### src/rtl/mmio_timer_if.sv
`default_nettype none
// ============================================================================
// Module   : mmio_timer_if
// Brief    : Data-memory bus bundle shared by the core and the MMIO timer.
// Revision : 1.0  initial release
// ============================================================================
interface mmio_timer_if;
    logic        MemWrite;
    logic [31:0] Addr;
    logic [31:0] WriteData;
    logic [31:0] ReadData;
    logic        Hit;

    modport master (
        output MemWrite,
        output Addr,
        output WriteData,
        input  ReadData,
        input  Hit
    );

    modport slave (
        input  MemWrite,
        input  Addr,
        input  WriteData,
        output ReadData,
        output Hit
    );
endinterface
`default_nettype wire

### src/rtl/mmio_timer.sv
`default_nettype none
// ============================================================================
// Module   : mmio_timer
// Brief    : Prescaled 32-bit MMIO timer with compare-match flag and level IRQ.
//            Optional PWM output and DUTY register when TIMER_PWM_EN is defined.
// Revision : 1.0  initial release
// ============================================================================
module mmio_timer #(
    parameter logic [31:0] BASE_ADDR  = 32'h0000_0100,
    parameter int          PRESCALE_W = 8
) (
    input  wire logic       clk,
    input  wire logic       reset,
    mmio_timer_if.slave     bus,
    output logic            Irq
`ifdef TIMER_PWM_EN
    ,
    output logic            pwm_out
`endif
);

    localparam logic [2:0] c_offCtrl     = 3'd0;
    localparam logic [2:0] c_offCount    = 3'd1;
    localparam logic [2:0] c_offCompare  = 3'd2;
    localparam logic [2:0] c_offStatus   = 3'd3;
    localparam logic [2:0] c_offPrescale = 3'd4;
`ifdef TIMER_PWM_EN
    localparam logic [2:0] c_offDuty     = 3'd5;
`endif

    logic                  r_en;
    logic                  r_autoReload;
    logic                  r_irqEn;
    logic [31:0]           r_count;
    logic [31:0]           r_compare;
    logic                  r_match;
    logic [PRESCALE_W-1:0] r_prescale;
    logic [PRESCALE_W-1:0] r_pcnt;
`ifdef TIMER_PWM_EN
    logic [31:0]           r_duty;
`endif

    logic                  w_hit;
    logic [2:0]            w_idx;
    logic                  w_wr;
    logic                  w_wrCtrl;
    logic                  w_wrCount;
    logic                  w_wrCompare;
    logic                  w_wrStatus;
    logic                  w_wrPrescale;
    logic                  w_tick;
    logic                  w_matchNow;
    logic [31:0]           w_readData;
    logic                  w_unusedAddr;

    assign w_hit        = (bus.Addr[31:5] == BASE_ADDR[31:5]);
    assign w_idx        = bus.Addr[4:2];
    assign w_unusedAddr = ^bus.Addr[1:0];
    assign w_wr         = bus.MemWrite & w_hit;
    assign w_wrCtrl     = w_wr && (w_idx == c_offCtrl);
    assign w_wrCount    = w_wr && (w_idx == c_offCount);
    assign w_wrCompare  = w_wr && (w_idx == c_offCompare);
    assign w_wrStatus   = w_wr && (w_idx == c_offStatus);
    assign w_wrPrescale = w_wr && (w_idx == c_offPrescale);

    // The compare is always judged on the pre-edge COUNT, even if the bus overwrites it.
    assign w_tick     = r_en && (r_pcnt == r_prescale);
    assign w_matchNow = w_tick && (r_count == r_compare);

    always_comb begin
        w_readData = 32'h0;
        if (w_hit) begin
            case (w_idx)
                c_offCtrl:     w_readData[2:0] = {r_irqEn, r_autoReload, r_en};
                c_offCount:    w_readData = r_count;
                c_offCompare:  w_readData = r_compare;
                c_offStatus:   w_readData[0] = r_match;
                c_offPrescale: w_readData[PRESCALE_W-1:0] = r_prescale;
`ifdef TIMER_PWM_EN
                c_offDuty:     w_readData = r_duty;
`endif
                default:       w_readData = 32'h0;
            endcase
        end
    end

    assign bus.ReadData = w_readData;
    assign bus.Hit      = w_hit;
    assign Irq          = r_match & r_irqEn;

    always_ff @(posedge clk or posedge reset) begin
        if (reset) begin
            r_en         <= 1'b0;
            r_autoReload <= 1'b0;
            r_irqEn      <= 1'b0;
            r_count      <= 32'h0;
            r_compare    <= 32'hFFFF_FFFF;
            r_match      <= 1'b0;
            r_prescale   <= '0;
            r_pcnt       <= '0;
        end else begin
            if (w_wrCtrl) begin
                r_en         <= bus.WriteData[0];
                r_autoReload <= bus.WriteData[1];
                r_irqEn      <= bus.WriteData[2];
            end

            if (w_wrCompare) begin
                r_compare <= bus.WriteData;
            end

            if (w_wrPrescale) begin
                r_prescale <= bus.WriteData[PRESCALE_W-1:0];
            end

            // Disabling the timer or retuning the prescaler restarts the prescale phase.
            if ((w_wrCtrl && !bus.WriteData[0]) || w_wrPrescale || !r_en || w_tick) begin
                r_pcnt <= '0;
            end else begin
                r_pcnt <= r_pcnt + {{(PRESCALE_W-1){1'b0}}, 1'b1};
            end

            if (w_wrCount) begin
                r_count <= bus.WriteData;
            end else if (w_tick) begin
                if (w_matchNow && r_autoReload) begin
                    r_count <= 32'h0;
                end else begin
                    r_count <= r_count + 32'd1;
                end
            end

            if (w_matchNow) begin
                r_match <= 1'b1;
            end else if (w_wrStatus && bus.WriteData[0]) begin
                r_match <= 1'b0;
            end
        end
    end

`ifdef TIMER_PWM_EN
    logic w_wrDuty;
    assign w_wrDuty = w_wr && (w_idx == c_offDuty);

    always_ff @(posedge clk or posedge reset) begin
        if (reset) begin
            r_duty  <= 32'h0;
            pwm_out <= 1'b0;
        end else begin
            if (w_wrDuty) begin
                r_duty <= bus.WriteData;
            end
            pwm_out <= r_en & (r_count < r_duty);
        end
    end
`endif

endmodule
`default_nettype wire
### src/flat_wrapper.sv
// flat-port wrapper written by rule: the top's interface ports become plain ports
module mmio_timer_flat 
#(
    parameter logic [31:0] BASE_ADDR  = 32'h0000_0100,
    parameter int          PRESCALE_W = 8
)
  (clk, reset, Irq, bus_MemWrite, bus_Addr, bus_WriteData, bus_ReadData, bus_Hit);
  mmio_timer_if bus_i ();
  input  wire logic clk;
  input  wire logic reset;
  output logic Irq;
  input wire logic [$bits(bus_i.MemWrite)-1:0] bus_MemWrite;
  input wire logic [$bits(bus_i.Addr)-1:0] bus_Addr;
  input wire logic [$bits(bus_i.WriteData)-1:0] bus_WriteData;
  output wire logic [$bits(bus_i.ReadData)-1:0] bus_ReadData;
  output wire logic [$bits(bus_i.Hit)-1:0] bus_Hit;
  assign bus_i.MemWrite = bus_MemWrite;
  assign bus_i.Addr = bus_Addr;
  assign bus_i.WriteData = bus_WriteData;
  assign bus_ReadData = bus_i.ReadData;
  assign bus_Hit = bus_i.Hit;
  mmio_timer #(.BASE_ADDR(BASE_ADDR), .PRESCALE_W(PRESCALE_W)) u_core (.clk(clk), .reset(reset), .bus(bus_i), .Irq(Irq));
endmodule
### config.mk
export PLATFORM = sky130hd
export DESIGN_NAME = mmio_timer_flat
export DESIGN_NICKNAME = d
export VERILOG_FILES = /design/src/rtl/mmio_timer_if.sv /design/src/rtl/mmio_timer.sv /design/src/flat_wrapper.sv
export SDC_FILE = /design/constraint.sdc
export NUM_CORES = 1
export LEC_CHECK = 0
export ABC_AREA = 1
export CORE_MARGIN = 4
export CORE_UTILIZATION = 40
export CTS_BUF_LIST = sky130_fd_sc_hd__clkbuf_4 sky130_fd_sc_hd__clkbuf_8 sky130_fd_sc_hd__clkbuf_16
export DETAILED_ROUTE_END_ITERATION = 12
export PLACE_DENSITY_LB_ADDON = 0.2
export SKIP_LAST_GASP = 1
export SLEW_MARGIN = 20
export SYNTH_ARGS = -nofsm -noshare
export SYNTH_HDL_FRONTEND = slang
export SYNTH_SLANG_ARGS = --single-unit
### constraint.sdc
create_clock -name clk -period 8.7 [get_ports clk]
set_clock_uncertainty 0.15 [all_clocks]
set_input_delay 2.61 -clock clk [delete_from_list [all_inputs] [get_ports clk]]
set_output_delay 2.61 -clock clk [all_outputs]
set_load 0.05 [all_outputs]
==> impl_metrics.ini <==
[clock_network]
clock_latency_ns = 0.35
clk_pin_slew_ns = 0.06
post_cts_resized = 0
clock_sinks = 84
cts.hold.buffers_added = 0
cts_setup_buffers = 0
cts_tree = done
numCtsBuffers = 9
cts_root_buf = clkbuf_16
cts_buffer_depth = 2
htree_levels = 3

[logic_synthesis]
synth_edf_count = 0
ys_types = 39
syn_area_mm2 = 0.00627
synth.area.top_cells = nand2_1 (22%), dfrtp_1 (21%), dfstp_2 (13%), inv_1 (8.5%), o21ai_0 (5.8%)
yosysWarnings = 0
avgSynthCellArea_um2 = 6.27
yosysTopAreaCell = nand2_1
synth_seq_cells = 84
synth-async-reset-ratio_pct = 100
synthCells = 1000
synth_top_cell_area_share_pct = 22.2
synth.net_count = 1069
dominantRegCellSynth = dfrtp_1
synth_seq_area_share_pct = 34.2

[floorplan]
chipWidth_um = 133
start_util_pct = 41.1
rows = 45
io-pin-count = 101
design.core.area_mm2 = 0.0153
dieArea_mm2 = 0.0177
die_h_um = 133

[routing]
vias = 6410
drc = 0
dr.first_iter.drc_count = 477
drt_pre_antenna_iters = 5
wl_per_cell_um = 15.0
routed_wirelength_mm = 19.5
ant_nets = 0
via_per_inst = 4.93

[timing]
setup_viol = 0
drv_slew = 0
rsz0062_at_grt = no
hold_violations = 0
slew_headroom_pct = 49.1
setup_tns_ns = 0
worst_slew_pin_slew_ns = 0.762
final.period_utilization_pct = 90.7
fmax_mhz = 127
min_period_ns = 7.89

[place]
post_dp_cell_area_mm2 = 0.00740
hpwl_mm = 14.5
portBuffers = 98
gp_congestion = 0.948

[run]
cap_violations = 0

[finish]
syn_to_final_growth_pct = 23.1
nFillCells = 1606
final_area_mm2 = 0.00772
drive_gt1_share_pct = 9.46
n_antenna_cell = 0
fin_nets = 1153

[power_and_ir_drop]
pwr-share-seq_pct = 46.9
power_density_mw_per_mm2 = 108
p_leak_uw = 0.00364
power_frac_comb_pct = 7.3
p_switching_uw = 197
irDropWorstVdd_v = 0.0000891
p_sw_share_pct = 23.6
p_int_uw = 638
clkPwrFrac_pct = 45.8

[min_path]
min_path_type = register to register

[setup_path]
crit_type = primary input to output pin
cp-start-kind = primary input
critPathArrivalTime_ns = 5.13
end_kind = output pin
cp_max_fo = 15
required_ns = 5.94

[grt]
antenna_found_initial = 0
grt_pass1_wl_mm = 31.6
grt_max_degree = 53
grt_use_total_pct = 22.2
globalRouteOverflowTotal = 0
grt_pass1_vias = 6027

[run_status]
status = finished, final reports clean
cells by family (layout without fill, tap and decap cells):
kind of cell | Yosys count | count (layout) | synth area share [%]
AND/OR/NAND/NOR | 568 | 568 | 37.8
buffers and inverters | 184 | 273 | 11.8
AO/OA/AOI/OAI | 120 | 120 | 10.0
flip-flops | 84 | 84 | 34.2
XOR/XNOR | 42 | 42 | 5.87
adder cells (fa/ha/maj) | 2 | 2 | 0.399
critical path: stages:
cell and delay (ns):
clkdlybuf4s50_1 0.43, nor2_1 0.11, nand2_1 0.05, nor2_1 0.10, nand3_1 0.13, nor2_4 0.30
clkinv_1 0.17, buf_4 0.24, nor2_1 0.16, clkdlybuf4s50_1 0.82
flip-flops by register name, summed over array words and instances, names as in the netlist:
name / count
u_core.r_compare: 32
u_core.r_count: 32
u_core.r_pcnt: 8
u_core.r_prescale: 8
u_core.r_autoReload: 1
u_core.r_en: 1
u_core.r_irqEn: 1
u_core.r_match: 1
layout by cell type, fill, tap and decap left out, drive strengths merged, types with 4 or more instances in the layout:
cell / instances
a21oi: 31
a31oi: 4
buf: 30
clkbuf: 12
clkdlybuf4s50: 77
clkinv: 5
dfrtp: 52
dfstp: 32
inv: 148
nand2: 372
nand3: 59
nand4: 14
nor2: 100
nor3: 19
o21ai: 77
o22ai: 4
xnor2: 16
xor2: 26
synth_stat cells, types with 3 or more instances:
master	n
o21ai_1	3
nor2_1	92
xor2_1	26
inv_2	7
nand2_1	371
nor2_2	4
nand3_2	3
dfstp_2	32
o22ai_1	4
inv_1	142
dfrtp_1	52
xnor2_1	16
nor2_4	4
o21ai_0	73
nand3_1	56
a31oi_1	4
clkbuf_2	3
nand4_1	13
clkbuf_1	8
nor3_1	17
buf_2	19
a21oi_1	31
metrics by stage:
step	hold slack, ns	std cells	setup WS (ns)	util (%)	total power (uW)
2_1_floorplan	0.313	1000	1.33	-	416
3_5_place_dp	0.332	1283	0.798	48.5	460
4_1_cts	0.341	1299	0.793	50.4	840
5_1_grt	0.362	1300	0.617	50.6	858
3_3_place_gp	0.324	1283	0.826	48.5	459
6_report	0.342	1300	0.811	50.6	835
path summary, 6_finish.rpt:
check / start / endpoint / slack (ns) / cells after the start
max: bus_Addr[26] / bus_ReadData[2] / 0.81 / 10
min: u_core.r_compare[23] / u_core.r_compare[23] / 0.34 / 2
max reg2reg: u_core.r_count[28] / u_core.r_count[6] / 6.39 / 8
min reg2reg: u_core.r_compare[23] / u_core.r_compare[23] / 0.34 / 2
max in group asynchronous: reset / u_core.r_count[24] / 4.79 / 3
min in group asynchronous: reset / u_core.r_count[8] / 2.56 / 2
power by group through the flow:
stage | Sequential [uW] | Clock, uW | Combinational [uW]
finish | 391 | 382 | 61.3
global route | 391 | 400 | 67.0
CTS | 391 | 386 | 62.1
detailed placement | 398 | 0 | 61.9
global placement | 398 | 0 | 61.5
floorplan | 398 | 0 | 18.0
cell type report:
cell class                 count  area [um^2]  area share, %
multi-input combinational    732         3390           43.9
clock inverter                 4         22.5          0.292
inverter                     150          564           7.31
sequential                    84         2140           27.8
clock buffer                  12          267           3.45
tap                          211          264           3.42
timing repair buffer         107         1070           13.8
per-layer routing:
| layer | vias to the layer above | wire length (um) | global-route usage, % |
|---|---|---|---|
| li1 | 3266 | - | - |
| met1 | 2948 | 9430 | 32.7 |
| met2 | 181 | 8720 | 34.0 |
| met3 | 15 | 1150 | 3.17 |
| met4 | 0 | 235 | 6.11 |
| met5 | - | 0 | 0 |
(Power assumes the default switching activity.)
